File: src/rtl/sysid_pkg.sv
// Shared types and constants for the system ID checker.
package sysid_pkg;

    typedef enum logic [2:0] {
        ST_IDLE,
        ST_ID_REQ,
        ST_ID_WAIT,
        ST_TS_REQ,
        ST_TS_WAIT,
        ST_DONE
    } state_t;

    localparam logic        SYSID_ADDR_ID          = 1'b0;
    localparam logic        SYSID_ADDR_TS          = 1'b1;
    localparam logic [31:0] DEF_EXPECTED_ID        = 32'h0000000B;
    localparam logic [31:0] DEF_EXPECTED_TIMESTAMP = 32'h56582551;
    localparam int          TMO_W                  = 16;

endpackage

File: src/rtl/sysid_rd_timeout.sv
// Saturating per-read cycle counter; expired holds once the limit is reached.
module sysid_rd_timeout
    import sysid_pkg::*;
#(
    parameter int TIMEOUT_CYCLES = 255
) (
    input  logic clock,
    input  logic reset_n,
    input  logic clr,
    input  logic en,
    output logic expired
);

    localparam logic [TMO_W-1:0] LIMIT = TMO_W'(TIMEOUT_CYCLES);

    logic [TMO_W-1:0] cnt;

    always_ff @(posedge clock or negedge reset_n) begin
        if (!reset_n)
            cnt <= '0;
        else if (clr)
            cnt <= '0;
        else if (en && cnt != LIMIT)
            cnt <= cnt + TMO_W'(1);
    end

    assign expired = (cnt == LIMIT);

endmodule

File: config.mk
export PLATFORM = sky130hd
export DESIGN_NAME = sysid_rd_timeout
export DESIGN_NICKNAME = d
export VERILOG_FILES = /design/src/rtl/sysid_pkg.sv /design/src/rtl/sysid_rd_timeout.sv
export SDC_FILE = /design/constraint.sdc
export NUM_CORES = 1
export LEC_CHECK = 0
export CORE_MARGIN = 2
export CORE_UTILIZATION = 47
export DETAILED_ROUTE_END_ITERATION = 7
export GPL_TIMING_DRIVEN = 1
export PLACE_DENSITY = 0.78
export SETUP_SLACK_MARGIN = 0.05
export SLEW_MARGIN = 25
export SYNTH_ARGS = -nofsm -noshare
export SYNTH_HDL_FRONTEND = slang
export SYNTH_SLANG_ARGS = --single-unit
File: constraint.sdc
create_clock -name clock -period 1.8 [get_ports clock]
set_input_delay 0.27 -clock clock [delete_from_list [all_inputs] [get_ports clock]]
set_output_delay 0.27 -clock clock [all_outputs]
set_load 0.01 [all_outputs]
==> impl_results.md, run 1 <==
* DRT Wirelength at ~2200 um
* GRT Residual Overflow at 0
* Most common cell in the netlist: dfrtp_1
* Die Span Y at 48.2 um
* Library cells used by synthesis at 33
* Synth top area cells: dfrtp_1 (44%), a21oi_1 (5.4%), nand4_1 (3.4%)
* Final worst slack at -141 ps
* Max FO, Critical Path at 2
* Synth async-reset ratio at 100%
* Hold/Removal Path Class: input pin to async pin
* Maximum vdd drop at 0.436 mV
* Setup TNS at -352 ps
* Top post-synthesis cells by count: dfrtp_1 (16), a21oi_1 (10), nor2_1 (8)
* Global-route wire length before repair at 3780 um
* Initial Utilization at 51.6%
* Dpl ws at -306 ps
* Post-synth top area share at 43.5%
* Vias at 850
* Fin. Hold Viols at 0
* Die Span X at 48.2 um
* Biggest register: cnt
* Row count at 15
* DIE AREA at 0.00233 mm2
* Failing checks: setup timing
* Nets at 130
* Clock network power share at 36.1%
* Depth of the CTS H-tree at 1
* # setup viols final at 5
* Syn nets at just over 100
* Power share of the combinational group at 8.4%
* Cts bufs inserted at 3
* Req. time, crit path at 1530 ps
* Placed wire-length estimate at 1550 um
* Critical path's slowest cell: or4_4
* Final core utilization at 68.4%
* Switching Fraction at 22.2%
* Crit Path Category: flip-flop to output port
* MaxCap Viol Count at 0
* Largest registers: cnt (16)
* Area growth, synth to finish at 32.5%
* Cell Chain, Critical Path: or4_4 > and4bb_1 > buf_2
* Number of synthesized register bits at 16
* Synth area leader: dfrtp_1
* CTS tree: yes
* Power Dens Cells at between 500 and 600 mW/mm2
* Status: finished with violations
* CTS Root Cell: clkbuf_4
* Pwr Total at 659 uW
* Syn Inst Count at 96
* DRC at 0
* Crit path time final at about 1900 ps
* Setup crit start kind: flip-flop
* GRT Overall Usage at about a quarter
* Pint at 513 uW
* Clock Latency Late Sink at 290 ps
* DR WL/cell at ~14 um
* Placer congestion estimate at between 0.8 and 0.9
* Post-synthesis sequential area ratio at between 40% and 50%
* Final period utilization at 108%
* Clock slew at reported path FFs at 90 ps
* Most used DFF post-synth: dfrtp_1
* Synth warn at 0
* Ant diodes at 0
* 1st-pass router iterations at 4
* Core Area at 0.00178 mm2
* # hold bufs at CTS at 0
* CTS sink cnt at 16
* Leakage power at around 0.54 nW
* Worst reg2reg setup slack at -110 ps
* Number of routed nets with antenna violations at 0
* Vias in the first global route at 821
* Slew Limit Fails at 0
* Number of synthesized flops with an enable pin at 0
* Slew @ Worst Pin at 423 ps
* Critical path's largest stage delay at 540 ps
* Initial antenna violation count at 0
* Max Clock Freq at 0.515 GHz
* Worst EP arrival at 1670 ps
* Ports at 5
* Largest net degree at the start of global routing at 17
* RSZ-0062 raised after global routing: yes
* Worst hold slack at between 200 and 300 ps
* Flop pwr share at 55.5%
* Fraction of layout cells with a size suffix above 1 at 39.5%
* Post-DR vias/cell at 5.70
* Port buffer count at 4
* Skew final at 1.63 ps
* Max_slew headroom at 71.7%
* Net Sw Power at 146 uW
* Netlist Area Pre-Place at 920 um2
* Max clock buf depth at 2
* DRT iter0 DRCs at 36
* Largest register FFs at 16
* Worst Setup End Kind: output port
* Syn avg cell area at 9.58 um2
==> critical path: cells and delay by family, from the launching register on <==
kind	cells	cell delay (ps)
buffers and inverters	1	140
DFF	1	390
and+or+nand+nor	2	850
==> layer usage <==
metal | up-vias | part of all wire, % | routed length, um | global-route usage, %
met3 | 2 | 4.4 | 95 | 8.15
met5 | - | 0 | 0 | 0
met1 | 415 | 45 | 981 | 31.5
li1 | 413 | - | - | -
met4 | 0 | 0.37 | 8 | 5.41
met2 | 20 | 50 | 1070 | 37.1
==> placed cells by master (no fill, tap or decap), types with 2 or more instances in the layout <==
cell type	n
or4_1	2
or3_4	3
nor3_1	2
clkdlybuf4s50_1	2
nand4_1	5
xor2_1	2
nor2_1	8
a21oi_2	3
buf_6	2
and4_1	2
o21ai_0	4
or3_1	3
o21ai_1	2
buf_4	22
nor4_1	2
xnor2_1	2
dfrtp_1	13
clkbuf_4	3
or4_4	3
nand2_1	4
a21oi_1	7
o31ai_1	2
nand2b_1	2
dfrtp_2	3
nand3_1	3
==> power by group through the flow <==
stage / logic [mW] / registers (mW) / clock network, mW
after floorplan: 0.0244 / 0.375 / 0
after global placement: 0.0520 / 0.373 / 0
after detailed placement: 0.0542 / 0.373 / 0
after CTS: 0.0550 / 0.366 / 0.249
after global routing: 0.0617 / 0.367 / 0.259
final: 0.0556 / 0.366 / 0.238
==> final timing paths <==
path                                           from                  to  cells past startpoint
worst max register to register  cnt[10]$_DFFE_PN0P_  cnt[0]$_DFFE_PN0P_                      6
min in group clock               cnt[6]$_DFFE_PN0P_  cnt[6]$_DFFE_PN0P_                      1
worst max-delay path            cnt[10]$_DFFE_PN0P_             expired                      3
worst min-delay path                        reset_n  cnt[2]$_DFFE_PN0P_                      2
worst min register to register   cnt[6]$_DFFE_PN0P_  cnt[6]$_DFFE_PN0P_                      1
max in group asynchronous                   reset_n  cnt[3]$_DFFE_PN0P_                      2
==> through the flow <==
step | std cells | cell area [um2]
after detailed placement | 140 | 1100
after floorplan | 96 | 922
after CTS | 148 | 1180
after global routing | 149 | 1220
final | 149 | 1220
after global placement | 140 | 1100
==> final cells by class <==
cell class | instances | area (um2)
multi-input cells | 75 | 522
inverters | 1 | 3.75
well taps | 25 | 31.3
clock buffers | 4 | 36.3
repair buffers | 28 | 221
fillers | 141 | 564
flip-flops and latches | 16 | 404
==> logic make-up after synthesis <==
| kind of cell | share of synthesized area [%] |
|---|---|
| and+or+nand+nor | 33.2 |
| AOI/OAI and AO/OA | 11.2 |
| DFF | 43.5 |
| buffers and inverters | 4.62 |
| xor gates and xnor gates | 3.81 |
| muxes | 2.31 |
| adders and majority gates | 1.36 |
==> timing repair <==
action                                  CTS  global route
pin swaps                                 7             6
resized for setup                        13            11
setup buffers                             4             1
endpoints found under the setup margin    8            12
cloned                                    1             0
Note: power is estimated with default switching activity, not from simulation.
==> run 2: changes to the inputs <==
--- a/config.mk
+++ b/config.mk
@@ -9,7 +9,7 @@
 export CORE_UTILIZATION = 47
 export DETAILED_ROUTE_END_ITERATION = 7
 export GPL_TIMING_DRIVEN = 1
-export PLACE_DENSITY = 0.78
+export PLACE_DENSITY = 0.75
 export SETUP_SLACK_MARGIN = 0.05
 export SLEW_MARGIN = 25
 export SYNTH_ARGS = -nofsm -noshare
==> constraint.sdc (replaced) <==
create_clock -name clock -period 1.85 [get_ports clock]
set_input_delay 0.2775 -clock clock [delete_from_list [all_inputs] [get_ports clock]]
set_output_delay 0.2775 -clock clock [all_outputs]
set_load 0.01 [all_outputs]
==> impl_results.md, run 2 (synthesis gave the netlist of run 1 again) <==
* Status: finished with violations (unchanged)
* Failing checks: setup timing (unchanged)
* Net Sw Power at 148 uW (was 146 uW)
* Critical path's slowest cell: or4_4 (unchanged)
* Power Dens Cells at 521 mW/mm2 (was 541 mW/mm2)
* Flop pwr share at 55.0% (was 55.5%)
* DR WL/cell at 13.7 um (was 14.5 um)
* RSZ-0062 raised after global routing: yes (unchanged)
* Max clock buf depth at 2 (unchanged)
* Largest net degree at the start of global routing at 17 (unchanged)
* Hold/Removal Path Class: input pin to async pin (unchanged)
* Fraction of layout cells with a size suffix above 1 at 39.1% (was 39.5%)
* GRT Overall Usage at 20.4% (was 23.7%)
* Final worst slack at -118 ps (was -141 ps)
* Cts bufs inserted at 3 (unchanged)
* Placer congestion estimate at 0.826 (was 0.863)
* Req. time, crit path at 1570 ps (was 1530 ps)
* Initial antenna violation count at 0 (unchanged)
* 1st-pass router iterations at 4 (unchanged)
* Leakage power at 0.569 nW (was 0.536 nW)
* Pint at 500 uW (was 513 uW)
* DRC at 0 (unchanged)
* CTS sink cnt at 16 (unchanged)
* Initial Utilization at 51.6% (unchanged)
* Largest register FFs at 16 (unchanged)
* Max Clock Freq at 0.508 GHz
* Ant diodes at 0 (unchanged)
* Setup crit start kind: flip-flop (unchanged)
* Multi-input logic area at 519 um2 (was 522 um2)
* Vias at 845 (was 850)
* Crit path time final at 1970 ps
* DRT Wirelength at 2100 um (was 2160 um)
* Max FO, Critical Path at 2 (unchanged)
* Nets at 134 (was 130)
* Cell Area, Placed at 0.00109 mm2 (was 0.00110 mm2)
* Worst EP arrival at 1690 ps (was 1670 ps)
* Placed wire-length estimate at 1410 um (was 1550 um)
* Die Span X at 48.2 um (unchanged)
* Global-route wire length before repair at 3260 um (was 3780 um)
* Worst hold slack at 287 ps (was 295 ps)
* MaxCap Viol Count at 0 (unchanged)
* Fillers at 127 (was 141)
* Row count at 15 (unchanged)
* Final core utilization at 69.8% (was 68.4%)
* Setup TNS at -220 ps (was -352 ps)
* # hold bufs at CTS at 0 (unchanged)
* Worst Setup End Kind: output port (unchanged)
* Core Area at 0.00178 mm2 (unchanged)
* Critical path's largest stage delay at 530 ps (was 540 ps)
* Cell Chain, Critical Path: or4_4 > and4bb_1 > buf_2 (unchanged)
* DIE AREA at 0.00233 mm2 (unchanged)
* GRT Residual Overflow at 0 (unchanged)
* Finished Cell Area at 0.00124 mm2 (was 0.00122 mm2)
* Largest registers: cnt (16) (unchanged)
* Number of routed nets with antenna violations at 0 (unchanged)
* Vias in the first global route at 730 (was 821)
* Switching Fraction at 22.9% (was 22.2%)
* Clock slew at reported path FFs at 100 ps (was 90 ps)
* Leading cell type in the layout, fill and taps excluded: buf_4 (unchanged)
* Slew Limit Fails at 0 (unchanged)
* Crit Path Category: flip-flop to output port (unchanged)
* CTS Root Cell: clkbuf_4 (unchanged)
* Most frequent cells in the layout: buf_4 (27), dfrtp_1 (15), nor2_1 (8) (was buf_4 (22), dfrtp_1 (13), nor2_1 (8))
* Biggest register: cnt (unchanged)
* Ports at 5 (unchanged)
* Power share of the combinational group at 8.2% (was 8.4%)
* Maximum vdd drop at 0.479 mV (was 0.436 mV)
* Sequential Area at 402 um2 (was 404 um2)
* Area growth, synth to finish at 35.2% (was 32.5%)
* Post-DR vias/cell at 5.52 (was 5.70)
* Dpl ws at -211 ps (was -306 ps)
* Max_slew headroom at 70.9% (was 71.7%)
* Slew @ Worst Pin at 435 ps (was 423 ps)
* Skew final at 7.19 ps (was 1.63 ps)
* # setup viols final at 5 (unchanged)
* Clock Latency Late Sink at 300 ps (was 290 ps)
* Clock network power share at 36.8% (was 36.1%)
* CTS tree: yes (unchanged)
* Depth of the CTS H-tree at 1 (unchanged)
* Fin. Hold Viols at 0 (unchanged)
* Port buffer count at 4 (unchanged)
* Die Span Y at 48.2 um (unchanged)
* DRT iter0 DRCs at 20 (was 36)
* Final period utilization at 106%
run 2: changes by cell type in the layout (fill, tap and decap cells not counted), sizes merged:
cell / previous run / this run
dlygate4sd2: 1 / 0
dlymetal6s2s: 0 / 1
buf: 25 / 29
run 2: worst paths after layout:
kind | slack (ps) | endpoint | cells past startpoint | startpoint
min reg2reg | 550 | cnt[6]$_DFFE_PN0P_ | 1 | cnt[6]$_DFFE_PN0P_
max in group asynchronous | 1360 | cnt[3]$_DFFE_PN0P_ | 2 | reset_n
max reg2reg | -50 | cnt[0]$_DFFE_PN0P_ | 6 | cnt[9]$_DFFE_PN0P_
min in group clock | 540 | cnt[6]$_DFFE_PN0P_ | 5 | en
min | 290 | cnt[8]$_DFFE_PN0P_ | 2 | reset_n
max | -120 | expired | 3 | cnt[9]$_DFFE_PN0P_
run 2: power groups by stage:
| stage | logic [mW] | clock network, mW | registers [mW] |
|---|---|---|---|
| 6_report | 0.0531 | 0.239 | 0.356 |
| 5_1_grt | 0.0605 | 0.255 | 0.356 |
| 4_1_cts | 0.0517 | 0.242 | 0.356 |
| 3_5_place_dp | 0.0509 | 0 | 0.363 |
| 3_3_place_gp | 0.0498 | 0 | 0.363 |
| 2_1_floorplan | 0.0235 | 0 | 0.364 |
run 2: metal layers:
metal	global-route usage (%)	vias up	routed length (um)
met5	0	-	0
met4	10.3	0	44
met3	3.33	4	33
met2	29.2	11	981
met1	29.5	406	1040
li1	-	424	-
run 2: timing repair:
action / in CTS / in global routing
buffers inserted: 2 / 7
setup endpoints to repair: 4 / 8
pin swaps: 2 / 8
resized for setup: 7 / 15
endpoints found under the hold margin: 0 / 0
gates cloned: 0 / 1
run 2: worst max-delay path: cells and delay by family (launching register included):
| family | cells | cell delay [ps] |
|---|---|---|
| AND/OR/NAND/NOR | 2 | 850 |
| flip-flops | 1 | 400 |
| buffers and inverters | 1 | 150 |
run 2: layout make-up:
class,count,share of cell area (%)
Multi-Input combinational cell,75,41.8
Timing Repair Buffer,32,20.2
Clock buffer,4,2.92
Tap cell,25,2.52
Sequential cell,16,32.3
Inverter,1,0.302
run 2: metrics by stage:
step,std cells,total power [mW]
6_report,153,0.648
5_1_grt,153,0.672
4_1_cts,145,0.650
3_5_place_dp,140,0.414
3_3_place_gp,140,0.413
2_1_floorplan,96,0.388
